File: src/rtl/wire_scoreboard_pkg.sv
// -----------------------------------------------------------------------------
// wire_scoreboard_pkg
// Shared types and helpers for the wire_scoreboard block:
//   scb_state_t : run-control FSM state encoding (IDLE / RUN / DONE)
//   SCB_MAX_W   : widest counter the saturating helper supports
//   sat_inc     : saturating increment for a counter of a given width
// -----------------------------------------------------------------------------
package wire_scoreboard_pkg;

  typedef enum logic [1:0] {
    SCB_IDLE = 2'b00,
    SCB_RUN  = 2'b01,
    SCB_DONE = 2'b10
  } scb_state_t;

  localparam int unsigned SCB_MAX_W = 64;

  // Increment value by one, holding at the all-ones value of a cnt_w-bit
  // counter. The value is carried zero-extended in a SCB_MAX_W-bit container.
  function automatic logic [SCB_MAX_W-1:0] sat_inc(input logic [SCB_MAX_W-1:0] value,
                                                   input int unsigned           cnt_w);
    logic [SCB_MAX_W-1:0] max_val;
    max_val = (cnt_w >= SCB_MAX_W) ? '1
                                   : ((SCB_MAX_W'(1) << cnt_w) - SCB_MAX_W'(1));
    return (value >= max_val) ? max_val : value + SCB_MAX_W'(1);
  endfunction

endpackage

File: src/rtl/wire_scoreboard_if.sv
// -----------------------------------------------------------------------------
// wire_scoreboard_if
// Bundles the sample stream and the statistics of one scoreboard.
//   stimulus : start, stop, sample_en, ref_vec, dut_vec, care_mask
//   results  : running, done, mismatch, samples, errors, first_err_idx,
//              first_err_valid, bit_errors (WIDTH*CNT_W, bit i at [i*CNT_W +: CNT_W])
// Modports: master drives stimulus and reads results; slave is the scoreboard.
// -----------------------------------------------------------------------------
interface wire_scoreboard_if #(
  parameter int unsigned WIDTH = 1,
  parameter int unsigned CNT_W = 32
);
  logic                   start;
  logic                   stop;
  logic                   sample_en;
  logic [WIDTH-1:0]       ref_vec;
  logic [WIDTH-1:0]       dut_vec;
  logic [WIDTH-1:0]       care_mask;
  logic                   running;
  logic                   done;
  logic                   mismatch;
  logic [CNT_W-1:0]       samples;
  logic [CNT_W-1:0]       errors;
  logic [CNT_W-1:0]       first_err_idx;
  logic                   first_err_valid;
  logic [WIDTH*CNT_W-1:0] bit_errors;

  modport master (
    output start, stop, sample_en, ref_vec, dut_vec, care_mask,
    input  running, done, mismatch, samples, errors, first_err_idx,
           first_err_valid, bit_errors
  );

  modport slave (
    input  start, stop, sample_en, ref_vec, dut_vec, care_mask,
    output running, done, mismatch, samples, errors, first_err_idx,
           first_err_valid, bit_errors
  );
endinterface

File: src/rtl/wire_scoreboard_sat_counter.sv
// -----------------------------------------------------------------------------
// sat_counter
// Saturating up-counter with synchronous clear. Holds at all-ones.
//   clk, reset : clock, asynchronous active-high reset
//   clear      : synchronous clear to zero (wins over inc)
//   inc        : add one this clock
//   count      : current value (CNT_W bits, CNT_W <= SCB_MAX_W)
// -----------------------------------------------------------------------------
module sat_counter
  import wire_scoreboard_pkg::*;
#(
  parameter int unsigned CNT_W = 32
) (
  input  logic             clk,
  input  logic             reset,
  input  logic             clear,
  input  logic             inc,
  output logic [CNT_W-1:0] count
);

  // NOTE: state registers use non-blocking assignment so every flop samples
  // the pre-edge values of its neighbours, independent of evaluation order.
  always_ff @(posedge clk or posedge reset) begin
    if (reset)      count <= '0;
    else if (clear) count <= '0;
    else if (inc)   count <= CNT_W'(sat_inc(SCB_MAX_W'(count), CNT_W));
  end

endmodule

File: src/rtl/wire_scoreboard.sv
// -----------------------------------------------------------------------------
// wire_scoreboard
// Compares a golden reference vector against a DUT vector under a care mask
// on every accepted sample, and accumulates run statistics.
//   clk, reset : clock, asynchronous active-high reset
//   bus        : wire_scoreboard_if.slave (stimulus in, statistics out)
// Optional feature: define SCB_PER_BIT_COUNT_EN to get one saturating
// mismatch counter per compared bit on bus.bit_errors; otherwise it is 0.
// -----------------------------------------------------------------------------
module wire_scoreboard
  import wire_scoreboard_pkg::*;
#(
  parameter int unsigned WIDTH = 1,
  parameter int unsigned CNT_W = 32
) (
  input  logic               clk,
  input  logic               reset,
  wire_scoreboard_if.slave   bus
);

  scb_state_t       state;
  scb_state_t       next_state;
  logic [WIDTH-1:0] diff;
  logic             is_mismatch;
  logic             accept;
  logic             clear;

  assign diff        = (bus.ref_vec ^ bus.dut_vec) & bus.care_mask;
  assign is_mismatch = |diff;
  // A sample arriving together with start belongs to no run and is dropped.
  assign accept      = (state == SCB_RUN) && bus.sample_en && !bus.start;
  // start from IDLE can only follow reset, where statistics are already zero,
  // so clearing on every start is equivalent and simpler.
  assign clear       = bus.start;

  always_ff @(posedge clk or posedge reset) begin
    if (reset) state <= SCB_IDLE;
    else       state <= next_state;
  end

  // NOTE: next_state gets a default before the case so every path assigns it
  // and no latch is inferred.
  always_comb begin
    next_state = state;
    unique case (state)
      SCB_IDLE: if (bus.start) next_state = SCB_RUN;
      SCB_RUN: begin
        if (bus.start)     next_state = SCB_RUN;
        else if (bus.stop) next_state = SCB_DONE;
      end
      SCB_DONE: if (bus.start) next_state = SCB_RUN;
      default:  next_state = SCB_IDLE;
    endcase
  end

  // Status flags are registered from next_state so they track the state
  // register exactly while still being flop outputs.
  always_ff @(posedge clk or posedge reset) begin
    if (reset) begin
      bus.running         <= 1'b0;
      bus.done            <= 1'b0;
      bus.mismatch        <= 1'b0;
      bus.first_err_idx   <= '0;
      bus.first_err_valid <= 1'b0;
    end else begin
      bus.running <= (next_state == SCB_RUN);
      bus.done    <= (next_state == SCB_DONE);
      if (clear) begin
        bus.mismatch        <= 1'b0;
        bus.first_err_idx   <= '0;
        bus.first_err_valid <= 1'b0;
      end else if (accept) begin
        bus.mismatch <= is_mismatch;
        // samples still holds the pre-increment count, i.e. this sample's index.
        if (is_mismatch && !bus.first_err_valid) begin
          bus.first_err_idx   <= bus.samples;
          bus.first_err_valid <= 1'b1;
        end
      end
    end
  end

  sat_counter #(.CNT_W(CNT_W)) u_samples (
    .clk   (clk),
    .reset (reset),
    .clear (clear),
    .inc   (accept),
    .count (bus.samples)
  );

  sat_counter #(.CNT_W(CNT_W)) u_errors (
    .clk   (clk),
    .reset (reset),
    .clear (clear),
    .inc   (accept && is_mismatch),
    .count (bus.errors)
  );

`ifdef SCB_PER_BIT_COUNT_EN
  logic [WIDTH*CNT_W-1:0] bit_cnt;

  for (genvar i = 0; i < WIDTH; i++) begin : g_bit
    sat_counter #(.CNT_W(CNT_W)) u_bit_cnt (
      .clk   (clk),
      .reset (reset),
      .clear (clear),
      .inc   (accept && diff[i]),
      .count (bit_cnt[i*CNT_W +: CNT_W])
    );
  end

  assign bus.bit_errors = bit_cnt;
`else
  assign bus.bit_errors = '0;
`endif

endmodule
File: src/flat_wrapper.sv
// flat-port wrapper written by rule: the top's interface ports become plain ports
module wire_scoreboard_flat import wire_scoreboard_pkg::*;
#(
  parameter int unsigned WIDTH = 1,
  parameter int unsigned CNT_W = 32
)
  (clk, reset, bus_start, bus_stop, bus_sample_en, bus_ref_vec, bus_dut_vec, bus_care_mask, bus_running, bus_done, bus_mismatch, bus_samples, bus_errors, bus_first_err_idx, bus_first_err_valid, bus_bit_errors);
  wire_scoreboard_if #(.WIDTH(WIDTH), .CNT_W(CNT_W)) bus_i ();
  input  logic clk;
  input  logic reset;
  input wire logic [$bits(bus_i.start)-1:0] bus_start;
  input wire logic [$bits(bus_i.stop)-1:0] bus_stop;
  input wire logic [$bits(bus_i.sample_en)-1:0] bus_sample_en;
  input wire logic [$bits(bus_i.ref_vec)-1:0] bus_ref_vec;
  input wire logic [$bits(bus_i.dut_vec)-1:0] bus_dut_vec;
  input wire logic [$bits(bus_i.care_mask)-1:0] bus_care_mask;
  output wire logic [$bits(bus_i.running)-1:0] bus_running;
  output wire logic [$bits(bus_i.done)-1:0] bus_done;
  output wire logic [$bits(bus_i.mismatch)-1:0] bus_mismatch;
  output wire logic [$bits(bus_i.samples)-1:0] bus_samples;
  output wire logic [$bits(bus_i.errors)-1:0] bus_errors;
  output wire logic [$bits(bus_i.first_err_idx)-1:0] bus_first_err_idx;
  output wire logic [$bits(bus_i.first_err_valid)-1:0] bus_first_err_valid;
  output wire logic [$bits(bus_i.bit_errors)-1:0] bus_bit_errors;
  assign bus_i.start = bus_start;
  assign bus_i.stop = bus_stop;
  assign bus_i.sample_en = bus_sample_en;
  assign bus_i.ref_vec = bus_ref_vec;
  assign bus_i.dut_vec = bus_dut_vec;
  assign bus_i.care_mask = bus_care_mask;
  assign bus_running = bus_i.running;
  assign bus_done = bus_i.done;
  assign bus_mismatch = bus_i.mismatch;
  assign bus_samples = bus_i.samples;
  assign bus_errors = bus_i.errors;
  assign bus_first_err_idx = bus_i.first_err_idx;
  assign bus_first_err_valid = bus_i.first_err_valid;
  assign bus_bit_errors = bus_i.bit_errors;
  wire_scoreboard #(.WIDTH(WIDTH), .CNT_W(CNT_W)) u_core (.clk(clk), .reset(reset), .bus(bus_i));
endmodule
File: config.mk
export PLATFORM = sky130hd
export DESIGN_NAME = wire_scoreboard_flat
export DESIGN_NICKNAME = d
export VERILOG_FILES = /design/src/rtl/wire_scoreboard_pkg.sv /design/src/rtl/wire_scoreboard_if.sv /design/src/rtl/wire_scoreboard_sat_counter.sv /design/src/rtl/wire_scoreboard.sv /design/src/flat_wrapper.sv
export SDC_FILE = /design/constraint.sdc
export NUM_CORES = 1
export LEC_CHECK = 0
export BUFFER_PORTS_ARGS = -buffer_cell sky130_fd_sc_hd__buf_2
export CORE_ASPECT_RATIO = 0.75
export CORE_MARGIN = 10
export CORE_UTILIZATION = 55
export DETAILED_ROUTE_END_ITERATION = 10
export HOLD_SLACK_MARGIN = 0.15
export PLACE_DENSITY = 0.93
export SLEW_MARGIN = 20
export SYNTH_ARGS = -nofsm -noshare
export SYNTH_HDL_FRONTEND = slang
export SYNTH_SLANG_ARGS = --single-unit
export TNS_END_PERCENT = 1
File: constraint.sdc
create_clock -name clk -period 10.55 [get_ports clk]
set_input_delay 2.11 -clock clk [delete_from_list [all_inputs] [get_ports clk]]
set_output_delay 2.11 -clock clk [all_outputs]
set_load 0.03 [all_outputs]
# ---- Word level (Yosys, flattened, before mapping)
# Cells that the tools add are included.
dict set report totals {
  inputBits 8
  regBits 102
  out_inout_bits 132
}
dict set report classes {
  mux 18
  addsub 2
  bitwise_logic 2
  n_reduce_logical 12
  n_eq_ne 4
  n_lt_le_gt_ge 2
}
# operator count
set ops {}
lappend ops {{2-to-1 mux 32 bit} 9}
lappend ops {{adder 32 x 1 -> 32 bit, second input constant} 2}
lappend ops {{greater-or-equal comparator 32 bit, second input constant} 2}
lappend ops {{2-to-1 mux 2 bit} 3}
lappend ops {{nonzero test 2 bit} 3}
lappend ops {{2-to-1 mux 1 bit} 5}
lappend ops {{equality test 2 x 1 -> 1 bit, second input constant} 2}
lappend ops {{equality test 2 bit, second input constant} 2}
lappend ops {{logical AND 1 bit} 4}
lappend ops {{one-hot mux 2 bit (2 select lines)} 1}
lappend ops {{logical NOT 1 bit} 2}
lappend ops {{logical NOT 2 bit} 1}
lappend ops {{AND reduction 2 bit} 1}
lappend ops {{OR reduction 2 bit} 1}
lappend ops {{bitwise AND 1 bit} 1}
lappend ops {{bitwise XOR 1 bit} 1}

# ---- Logic depth before layout (Yosys ltp)
dict set report logic_depth {
  word_depth 6
  mapped_depth 7
  mapped_depth_nobuf 6
}

# ---- Cells and area by module
# A second synthesis with hierarchy kept.
dict set report unflattened {
  cells_unflattened 618
  area_unflattened_um2 6030.8
}
# mod instances cells_each area_per_inst_um2
set by_module_without_submodules {}
lappend by_module_without_submodules {sat_counter 2 210 2028.2}
lappend by_module_without_submodules {wire_scoreboard 1 198 1974.4}

# ---- Worst setup path before layout
# No wires, ideal clock.
dict set report synth_timing {
  path_kind {input-to-reg}
  from {in bus_sample_en}
  to {reg u_core.u_samples.count[24]}
  stages 6
  path_buffers 1
  t_required_ns 10.451
  path_slack_ns 7.022
  setup_time_ns 0.099
  t_arrival_ns 3.428
  cell_sequence {nand3b_1 > nor4_1 > and3_1 > buf_2 > a21oi_1 > a311oi_1}
}
dict set report synth_between {
  elab_chain_cells 3
}
# item line_no
set synth_rtl {}
lappend synth_rtl {{start: declaration} flat_wrapper.sv:13} ;# input wire logic [$bits(bus_i.sample_en)-1:0] bus_sample_en;
lappend synth_rtl {{logical AND 1 bit (2 in a row)} wire_scoreboard.sv:31} ;# assign accept = (state == SCB_RUN) && bus.sample_en && !bus.start;
lappend synth_rtl {{nonzero test 2 bit (no line)} --}
lappend synth_rtl {{end signal: assignment} wire_scoreboard_sat_counter.sv:26} ;# else if (inc) count <= CNT_W'(sat_inc(SCB_MAX_W'(count), CNT_W));
lappend synth_rtl {{end: declaration} wire_scoreboard_sat_counter.sv:18} ;# output logic [CNT_W-1:0] count
# No other way between the ends.
# A chain may end at the register's enable or synchronous reset.

# ---- Worst setup path in the final report
dict set report layout_timing {
  from {in bus_sample_en}
  to {reg u_core.u_errors.count[22]}
}
dict set report layout_between {
  elab_chain_cells 4
}
# item line_no
set layout_rtl {}
lappend layout_rtl {{logical AND 1 bit (2 in a row)} wire_scoreboard.sv:31}
lappend layout_rtl {{logical AND 1 bit} wire_scoreboard.sv:95} ;# .inc (accept && is_mismatch),
lappend layout_rtl {{nonzero test 2 bit (no line)} --}
lappend layout_rtl {{end signal: assignment} wire_scoreboard_sat_counter.sv:26}
lappend layout_rtl {{end: declaration} wire_scoreboard_sat_counter.sv:18}
# No other way between the ends.

==> Flow_metrics.wiki <==
{| class="wikitable"
! Metric !! Value
|-
| Post-layout utilization of the core || 65.4%
|-
| Fraction of the mapped netlist area in compound gates || 20.6%
|-
| Via count of the routed design || approximately 4600
|-
| Worst hold margin || between 0.5 and 0.6 ns
|-
| Max Transition Viols Final || 0
|-
| Wirelength, routed || 14300 um
|-
| Clock-pin slew on the worst setup and hold paths || approximately 0.07 ns
|-
| Synthesis-stage register bit count || approximately 100
|-
| Slew @ Worst Pin || approximately 0.93 ns
|-
| Number of DRC markers after the initial detailed-route iteration || approximately 410
|-
| Detailed-router iteration count before antenna repair || 4
|-
| Number of gates resized after cts || 0
|-
| Area of the multi-input gates || roughly 0.0024 mm2
|-
| Worst-skew pair later-pin latency || 0.35 ns
|-
| Worst reg-to-reg setup slack || roughly 7.6 ns
|-
| Vias in the first global route || 4593
|-
| Launch point of the worst hold path || u_core.bus.first_err_idx[5]
|-
| Fillcell total || between 700 and 800
|-
| Pwr Density || around 130 mW/mm2
|-
| Wire length per cell || 19.2 um
|-
| Setup total negative slack || 0 ns
|-
| Syn. warnings || 0
|-
| Routed via count divided by cell count || ~6.2
|-
| GRT Overall Usage || a little over 20%
|-
| Crit Path Category || in -> reg
|-
| CTS tree || yes
|-
| Proportion of synthesized flip-flops having asynchronous set or reset || between 90% and 100%
|-
| Minimum clock period || ~4.3 ns
|-
| Post-synthesis cell count || 518
|-
| Main combinational cell family by area after synthesis || simple AND/OR/NAND/NOR gates
|-
| Sequential area share after synthesis || 49.1%
|-
| Type of element capturing the critical path || register
|-
| Num rows || 30
|-
| Most frequent standard cell in the layout excluding fill and tap cells || sky130_fd_sc_hd__buf_2
|-
| Share of cells above drive strength 1 || a little under a quarter
|-
| Floorplan die area || 0.0138 mm2
|-
| Floorplan core area || 0.00912 mm2
|-
| Post-Route Skew || just over 0.007 ns
|-
| Reg2reg path depth || 5
|-
| First-pass GRT wire length || 23400 um
|-
| Storage cell area || about 0.0026 mm2
|-
| Setup WS pre-CTS || around 5.9 ns
|-
| Number of antenna violations at the first check in global routing || 2
|-
| Mapped Area || around 0.0052 mm2
|-
| Standby leakage power || approximately 0.0029 uW
|-
| Data required, critical path || ~11 ns
|-
| Cell Count, Final, Fillers Out || ~740
|-
| Hold path endpoint || u_core.bus.first_err_idx[5]
|-
| Boundary Pins || between 100 and 150
|-
| Max capacitance violation total || 0
|-
| Simple-gate share of the synthesized area || about a fifth
|-
| Number of remaining DRC errors || 0
|-
| Total clock sinks || around 100
|-
| Final estimated routing congestion in global placement || approximately 0.9
|-
| Overflow after GRT || 0
|-
| Cell depth of the worst min-delay path || 1
|-
| Post-synth EDFFs || 0
|-
| Num CTS Buffers || 9
|-
| XOR/XNOR Fraction of Synth Area || 0.505%
|-
| Remaining number of nets flagged by the antenna check after routing || 0
|-
| Post-CTS setup repair buffer count || 0
|-
| Maximum clock rate || around 230 MHz
|-
| Largest fanout of any net on the critical path || 17
|-
| Post-synth cell types || 57
|-
| Unrepaired setup endpoints after global routing || no
|-
| Share of the clock period used by the worst path || between 40% and 50%
|-
| Largest voltage drop on the vdd net || between 0.09 and 0.1 mV
|-
| Run status || completed
|-
| Nets || between 600 and 700
|-
| Finish-stage setup viols || 0
|-
| Min-Delay Path Class || reg -> reg
|-
| Number of buffers inserted by hold repair at cts || 0
|-
| Remaining max-slew budget at the tightest pin || 37.7%
|-
| Most frequent cells in the layout || sky130_fd_sc_hd__buf_2, sky130_fd_sc_hd__dfrtp_1, sky130_fd_sc_hd__nor2_1
|-
| Origin of the critical flop-to-flop path || u_core.state[1]
|-
| Smallest setup slack after layout || roughly 6.3 ns
|-
| Cell count after placement || slightly above 700
|-
| Placed wire-length estimate after detailed placement || between 10000 and 15000 um
|-
| Horizontal extent of the die || around 130 um
|-
| Total count of hold-check failures in the final report || 0
|-
| Clock Root Buffer || sky130_fd_sc_hd__clkbuf_16
|-
| Leading register cell type out of synthesis || sky130_fd_sc_hd__dfrtp_1
|-
| Worst Path Arrival || ~4.5 ns
|-
| Starting Density || 57.0%
|-
| Area share of fa/ha/maj cells after synthesis || less than 1%
|-
| Sort of element at the start of the critical path || primary input
|-
| Mux cell area share after synthesis || less than 1%
|-
| Port bufs || between 100 and 150
|-
| Area Growth Syn to Fin || 14.7%
|-
| Syn_area_per_cell || between 10 and 15 um2
|-
| Clock Path Buffers || 2
|-
| Pin count of the biggest net entering global routing || between 70 and 80
|-
| Die Ht || 104 um
|-
| Worst flop-to-flop path endpoint || u_core.u_errors.count[22]
|-
| H-tree depth || 3
|}
cell usage after synthesis (10+ instances only):
cell | number | area (um2)
sky130_fd_sc_hd__clkbuf_1 | 21 | 78.8
sky130_fd_sc_hd__buf_4 | 33 | 248
sky130_fd_sc_hd__nand4_1 | 13 | 81.3
sky130_fd_sc_hd__nand3_1 | 19 | 95.1
sky130_fd_sc_hd__a311oi_1 | 10 | 87.6
sky130_fd_sc_hd__and4_1 | 15 | 131
sky130_fd_sc_hd__a21oi_1 | 35 | 175
sky130_fd_sc_hd__a211oi_1 | 12 | 90.1
sky130_fd_sc_hd__nor4_1 | 10 | 62.6
sky130_fd_sc_hd__nor2_1 | 41 | 154
sky130_fd_sc_hd__nand2_1 | 13 | 48.8
sky130_fd_sc_hd__dfrtp_1 | 102 | 2550
sky130_fd_sc_hd__and3_1 | 19 | 119
sky130_fd_sc_hd__nor3_1 | 34 | 170
sky130_fd_sc_hd__a31oi_1 | 20 | 125
sky130_fd_sc_hd__a22o_1 | 32 | 280
power by group:
| part | internal (uW) | switching (uW) | total (uW) |
|---|---|---|---|
| Clock | 168 | 145 | 313 |
| Sequential | 394 | 4.26 | 398 |
| Combinational | 9.47 | 48.3 | 57.8 |
| Total | 571 | 198 | 769 |
how the worst max path moves through the flow:
| stage | start | to | slack, ns | depth (start not counted) |
|---|---|---|---|---|
| 2_1_floorplan | reset | u_core.bus.done | 5.76 | 1 |
| 3_3_place_gp | bus_sample_en | u_core.u_errors.count[22] | 6.09 | 6 |
| 3_5_place_dp | bus_sample_en | u_core.u_errors.count[20] | 5.94 | 6 |
| 4_1_cts | bus_sample_en | u_core.u_errors.count[22] | 6.33 | 6 |
| 5_1_grt | bus_sample_en | u_core.u_errors.count[28] | 6.05 | 6 |
| 6_report | bus_sample_en | u_core.u_errors.count[22] | 6.25 | 6 |
logic make-up (layout without fill, tap and decap cells):
| logic type | after synthesis | after routing |
|---|---|---|
| and+or+nand+nor | 192 | 192 |
| adders and majority gates | 2 | 2 |
| buffers and inverters | 69 | 134 |
| AOI/OAI and AO/OA | 148 | 148 |
| xor gates and xnor gates | 3 | 3 |
| other | 1 | 34 |
| muxes | 1 | 1 |
| DFF | 102 | 102 |
metrics by stage:
step                total power [uW]  instance area [um2]
CTS                              774                 5960
global placement                 461                 5680
detailed placement               463                 5680
floorplan                        458                 5320
global route                     793                 5960
finish                           769                 5960
layer usage:
| metal | GRT usage (%) | share of wire [%] | wire [um] |
|---|---|---|---|
| met4 | 6.11 | 1.0 | 150 |
| met3 | 6.56 | 8.2 | 1170 |
| met1 | 25.8 | 43 | 6120 |
| met5 | 0 | 0 | 0 |
| met2 | 31.8 | 48 | 6860 |
sequential cells by signal, summed over array words and instances (netlist names):
register	cells
u_core.u_samples.count	32
u_core.bus.running	1
u_core.u_errors.count	32
u_core.bus.first_err_idx	32
u_core.state	2
u_core.bus.first_err_valid	1
u_core.bus.mismatch	1
u_core.bus.done	1
final cells by class:
cell class / instances / share of cell area [%]
Clock buffer: 12 / 4.13
Tap cell: 128 / 2.69
Clock inverter: 4 / 0.525
Multi-Input combinational cell: 378 / 39.8
Inverter: 7 / 0.483
Antenna cell: 2 / 0.0839
Sequential cell: 102 / 42.8
Timing Repair Buffer: 111 / 9.48
critical path, stage by stage:
cell,delay [ns]
sky130_fd_sc_hd__buf_2,0.09
sky130_fd_sc_hd__and3b_1,0.49
sky130_fd_sc_hd__nand3_1,0.63
sky130_fd_sc_hd__nor4_1,0.83
sky130_fd_sc_hd__and4_1,0.29
sky130_fd_sc_hd__nor3_1,0.05
Power figures use the tool's default switching activity.
